<file path="src/rtl/shifter_pkg.sv">
// Shared definitions for the pipelined barrel shifter.
// The mode encoding is visible on the top-level 'mode' port.
package shifter_pkg;

    typedef enum logic [1:0] {
        ModeSll = 2'b00,
        ModeSrl = 2'b01,
        ModeSra = 2'b10,
        ModeRor = 2'b11
    } shift_mode_t;

endpackage

</file>
<file path="src/rtl/mux_2_1.sv">
// Generic two-input multiplexer cell, W bits wide.
module mux_2_1 #(
    parameter int unsigned W = 1
) (
    input  logic         sel_i,
    input  logic [W-1:0] in0_i,
    input  logic [W-1:0] in1_i,
    output logic [W-1:0] out_o
);

    assign out_o = sel_i ? in1_i : in0_i;

endmodule

</file>
<file path="src/rtl/shift_stage.sv">
// One log level of the barrel shifter: optional shift by 2**Level, then one pipeline register
// carrying valid, data, mode, shift amount and overshift to the next level.
module shift_stage
    import shifter_pkg::*;
#(
    parameter int unsigned N     = 8,
    parameter int unsigned Level = 0,
    localparam int unsigned L    = $clog2(N)
) (
    input  logic          clk_i,
    input  logic          rst_ni,
    input  logic          en_i,
    input  logic          valid_i,
    input  logic [N-1:0]  data_i,
    input  shift_mode_t   mode_i,
    input  logic [L-1:0]  amt_i,
    input  logic          ovs_i,
    output logic          valid_o,
    output logic [N-1:0]  data_o,
    output shift_mode_t   mode_o,
    output logic [L-1:0]  amt_o,
    output logic          ovs_o
);

    localparam int unsigned S = 2 ** Level;

    logic         fill;
    logic         force_fill;
    logic [N-1:0] shifted;
    logic [N-1:0] stepped;
    logic [N-1:0] fill_vec;
    logic [N-1:0] data_d;

    logic         valid_q;
    logic [N-1:0] data_q;
    shift_mode_t  mode_q;
    logic [L-1:0] amt_q;
    logic         ovs_q;

    assign fill     = (mode_i == ModeSra) & data_i[N-1];
    assign fill_vec = {N{fill}};
    // Rotation ignores the upper amount bits; every other mode saturates to the fill pattern.
    assign force_fill = ovs_i & (mode_i != ModeRor);

    always_comb begin
        shifted = data_i;
        unique case (mode_i)
            ModeSll:          shifted = {data_i[N-1-S:0], {S{1'b0}}};
            ModeSrl, ModeSra: shifted = {{S{fill}}, data_i[N-1:S]};
            ModeRor:          shifted = {data_i[S-1:0], data_i[N-1:S]};
        endcase
    end

    mux_2_1 #(.W(N)) u_mux_shift (
        .sel_i (amt_i[Level]),
        .in0_i (data_i),
        .in1_i (shifted),
        .out_o (stepped)
    );

    mux_2_1 #(.W(N)) u_mux_fill (
        .sel_i (force_fill),
        .in0_i (stepped),
        .in1_i (fill_vec),
        .out_o (data_d)
    );

    always_ff @(posedge clk_i or negedge rst_ni) begin
        if (!rst_ni) begin
            valid_q <= 1'b0;
            data_q  <= '0;
            mode_q  <= ModeSll;
            amt_q   <= '0;
            ovs_q   <= 1'b0;
        end else if (en_i) begin
            valid_q <= valid_i;
            data_q  <= data_d;
            mode_q  <= mode_i;
            amt_q   <= amt_i;
            ovs_q   <= ovs_i;
        end
    end

    assign valid_o = valid_q;
    assign data_o  = data_q;
    assign mode_o  = mode_q;
    assign amt_o   = amt_q;
    assign ovs_o   = ovs_q;

endmodule

</file>
<file path="src/rtl/barrel_shifter_pipe.sv">
// Pipelined log barrel shifter (SLL/SRL/SRA/ROR), one register per log level, with a
// valid/ready handshake where a stalled output freezes the whole pipeline.
module barrel_shifter_pipe
    import shifter_pkg::*;
#(
    parameter int unsigned N = 8
) (
    input  logic         clk,
    input  logic         rst_n,
    input  logic         in_valid,
    output logic         in_ready,
    input  logic [N-1:0] a,
    input  logic [N-1:0] b,
    input  logic [1:0]   mode,
    output logic         out_valid,
    input  logic         out_ready,
    output logic [N-1:0] out,
    output logic         overshift
);

    localparam int unsigned L = $clog2(N);

    logic         valid_s [L+1];
    logic [N-1:0] data_s  [L+1];
    shift_mode_t  mode_s  [L+1];
    logic [L-1:0] amt_s   [L+1];
    logic         ovs_s   [L+1];

    logic stall;
    logic unused_tail;

    assign stall    = valid_s[L] & ~out_ready;
    assign in_ready = ~stall;

    assign valid_s[0] = in_valid;
    assign data_s[0]  = a;
    assign mode_s[0]  = shift_mode_t'(mode);
    assign amt_s[0]   = b[L-1:0];
    assign ovs_s[0]   = |b[N-1:L];

    for (genvar i = 0; i < L; i++) begin : g_stage
        shift_stage #(
            .N     (N),
            .Level (i)
        ) u_stage (
            .clk_i   (clk),
            .rst_ni  (rst_n),
            .en_i    (in_ready),
            .valid_i (valid_s[i]),
            .data_i  (data_s[i]),
            .mode_i  (mode_s[i]),
            .amt_i   (amt_s[i]),
            .ovs_i   (ovs_s[i]),
            .valid_o (valid_s[i+1]),
            .data_o  (data_s[i+1]),
            .mode_o  (mode_s[i+1]),
            .amt_o   (amt_s[i+1]),
            .ovs_o   (ovs_s[i+1])
        );
    end

    assign out_valid = valid_s[L];
    assign out       = data_s[L];
    assign overshift = ovs_s[L];

    // Mode and amount are consumed by the last level and have no reader beyond it.
    assign unused_tail = ^{mode_s[L], amt_s[L]};

endmodule

</file>
<file path="config.mk">
export PLATFORM = sky130hd
export DESIGN_NAME = barrel_shifter_pipe
export DESIGN_NICKNAME = d
export VERILOG_FILES = /design/src/rtl/shifter_pkg.sv /design/src/rtl/mux_2_1.sv /design/src/rtl/shift_stage.sv /design/src/rtl/barrel_shifter_pipe.sv
export SDC_FILE = /design/constraint.sdc
export NUM_CORES = 1
export LEC_CHECK = 0
export BUFFER_PORTS_ARGS = -buffer_cell sky130_fd_sc_hd__buf_2
export CORE_MARGIN = 1
export CORE_UTILIZATION = 56
export DETAILED_ROUTE_END_ITERATION = 6
export PLACE_DENSITY_LB_ADDON = 0.1
export SLEW_MARGIN = 0
export SYNTH_ARGS = -nofsm -noshare
export SYNTH_HDL_FRONTEND = slang
export SYNTH_SLANG_ARGS = --single-unit
</file>
<file path="constraint.sdc">
create_clock -name clk -period 1.7 [get_ports clk]
set_clock_uncertainty 0.1 [all_clocks]
set_input_delay 0.17 -clock clk [delete_from_list [all_inputs] [get_ports clk]]
set_output_delay 0.17 -clock clk [all_outputs]
set_load 0.02 [all_outputs]
</file>
==> flow_summary.ini <==
[status]
outcome = complete, no violations

[timing]
timing.hold.ws_ns = 0.0470
final_hold_viol_count = 0
fin_tns_setup_ns = 0
worst_pin_slew_ns = 0.481
max_slew_margin_pct = 67.8
drv_slew = 0
period_minus_slack_ns = 1.61
fin_crit_sh_pct = 94.6
fin_ws_ns = 0.0914
fmax_ghz = 0.622
setup_viol = 0

[die]
core_area_um2 = 3660
io_pins = 33
die_w_um = 63.9
start_util_pct = 58.7
die_h_um = 63.9
die_area_um2 = 4090
num_rows = 22

[synthesis]
avgSynthCellArea_um2 = 8.66
synth_top_family_by_area = compound AO/OA/AOI/OAI gates
synth_edf_count = 0
yosysWarnings = 0
synth_seq_cells = 37
synth_top_area_cell = dfrtp_1
syn_inst = 248
synth_nets = 279
synth_top_cell_area_share_pct = 43.1
async_reset_ff_share_pct = 100
seq_area_frac_synth_pct = 43.1
synth_most_common_cell = nand2_1
synthMuxAreaShare_pct = 0.524
syn-cell-area_um2 = 2150
synthTopCellsByArea = dfrtp_1, nand2_1, o21ai_0
synth.distinct_cells = 35
synth_flop_cell = dfrtp_1
yosys.area_share.simple_pct = 18.8
synth-xor-area-share_pct = 0
synth_compound_area_share_pct = 24.9
synth_common_cells = nand2_1, dfrtp_1, o21ai_0
synth_fa_ha_area_share_pct = 5.24

[finish]
nFillCells = 321
layout.nets = 309
num_antenna_cells = 0
multi_input_area_um2 = 1090
seq_area_um2 = 926
areaGrowthSynthToFinish_pct = 15.0
drive_gt1_share_pct = 19.8
final_area_um2 = 2470

[routing]
first_pass_iters = 4
vias = 1815
detail_route.iter0.violations = 101
drt_wl_total_um = 4460
final_antenna_net_count = 0
avgRoutedWirePerCell_um = 13.7
viasPerCell = 5.57
route.detailed.drc = 0

[worst_setup_path]
crit_required_ns = 1.83
worst-setup-path-type = reg -> reg
end_kind = flip-flop
cp_max_fo = 8
start_kind = flip-flop
crit_arrival_ns = 1.73

[worst_hold_path]
hold_class = in -> reg

[job]
maxCapViolations = 0

[global_route]
track_usage_pct = 23.7
grt-ovfl-total = 0
antenna_found_initial = 0
grt_max_degree = 25
grt_pass1_wl_um = 7570
first_global_vias = 1684

[cts]
clk_latency_ns = 0.28
cts.path.max_buffers = 2
cts_buffers = 5
cts_root_buf = clkbuf_8
cts_tree = built
h-tree-depth = 2
clkTransAtPathRegs_ns = 0.07
clock_sinks = 37

[placement]
placed_area_um2 = 2320
gp_congestion = 0.890
pre_cts_ws_ns = 0.0137
portBuffers = 32
place_hpwl_um = 3290

[pwr]
max-vdd-ir-drop_v = 0.000641
powerDensity_nw_per_um2 = 1400
p_leak_nw = 1.14
## worst max-delay path, stage by stage (launching register included)
cell      delay, ns
dfrtp_1        0.40
ha_1           0.29
nand2b_1       0.27
o21ai_4        0.30
o22a_1         0.19
## per-layer routing
layer | vias up | track usage, % | part of all wire (%)
met5 | - | 0 | 0
met2 | 50 | 42.4 | 49
li1 | 920 | - | -
met3 | 4 | 5.00 | 3.5
met1 | 841 | 28.4 | 46
met4 | 0 | 6.53 | 0.81
## cells in the final DEF (no fill, tap or decap), types with 3 or more instances in the layout
master / Yosys / layout
ha_1: 9 / 8
a211oi_1: 4 / 4
nor2_1: 19 / 18
a21oi_1: 16 / 15
nor2b_1: 4 / 3
a31oi_1: 4 / 4
dfrtp_1: 37 / 37
nand2b_1: 6 / 6
o22a_1: 8 / 8
clkbuf_8: 0 / 6
inv_1: 12 / 12
buf_4: 8 / 7
a311o_1: 6 / 6
dlygate4sd3_1: 0 / 3
nand3_1: 4 / 4
a221oi_1: 4 / 4
nand3b_1: 6 / 6
o21ai_1: 0 / 4
buf_2: 3 / 32
nand2_1: 46 / 46
o21ai_0: 24 / 20
## cell families after synthesis
group,after synthesis
adders and majority gates,9
and+or+nand+nor,88
buffers and inverters,33
DFF,37
AOI/OAI and AO/OA,80
muxes,1
## worst paths after layout
| kind | startpoint | end | slack, ns | cells after the start |
|---|---|---|---|---|
| setup reg to reg | g_stage[1].u_stage.mode_o[0]$_DFFE_PN0N_ | g_stage[2].u_stage.data_o[2]$_DFFE_PN0N_ | 0.09 | 4 |
| hold reg to reg | g_stage[1].u_stage.valid_o$_DFFE_PN0N_ | g_stage[1].u_stage.valid_o$_DFFE_PN0N_ | 0.36 | 2 |
| setup / recovery | g_stage[1].u_stage.mode_o[0]$_DFFE_PN0N_ | g_stage[2].u_stage.data_o[2]$_DFFE_PN0N_ | 0.09 | 4 |
| hold / removal | b[1] | g_stage[0].u_stage.amt_o[1]$_DFFE_PN0N_ | 0.05 | 3 |
| min in group asynchronous | rst_n | g_stage[1].u_stage.data_o[7]$_DFFE_PN0N_ | 0.27 | 2 |
| max in group asynchronous | rst_n | g_stage[0].u_stage.data_o[0]$_DFFE_PN0N_ | 0.73 | 3 |
## state kept, by name (all words and copies together) (netlist names)
register and flops:
g_stage.u_stage.ovs_o 3, g_stage.u_stage.mode_o 4, g_stage.u_stage.valid_o 3, g_stage.u_stage.data_o 24
g_stage.u_stage.amt_o 3
## what timing repair did
| action | 4_1_cts | 5_1_grt |
|---|---|---|
| hold buffers | 3 | 0 |
| setup endpoints to repair | 0 | 17 |
| hold endpoints to repair | 20 | 0 |
| gates resized for setup | 0 | 12 |
| buffers inserted | 0 | 2 |
## report_power, final
| part | leakage, nW | internal (W) | switching, W |
|---|---|---|---|
| combinational | 0.637 | 0.000573 | 0.000835 |
| clock | 0.0443 | 0.000321 | 0.000287 |
| sequential | 0.456 | 0.00119 | 0.000263 |
## through the flow
step	total power, W	utilization, %	std cells
floorplan	0.00247	-	248
global placement	0.00276	63.3	314
detailed placement	0.00279	63.3	314
CTS	0.00340	66.4	324
global route	0.00372	67.5	326
finish	0.00347	67.5	326
## layout make-up
| type | instances | share of cell area, % |
|---|---|---|
| Multi-Input combinational cell | 178 | 44.0 |
| Sequential cell | 37 | 37.5 |
| Timing Repair Buffer | 43 | 10.6 |
| Clock buffer | 7 | 3.49 |
| Tap cell | 48 | 2.43 |
| Inverter | 13 | 1.97 |
No activity file was read; power rests on OpenSTA's default activity.
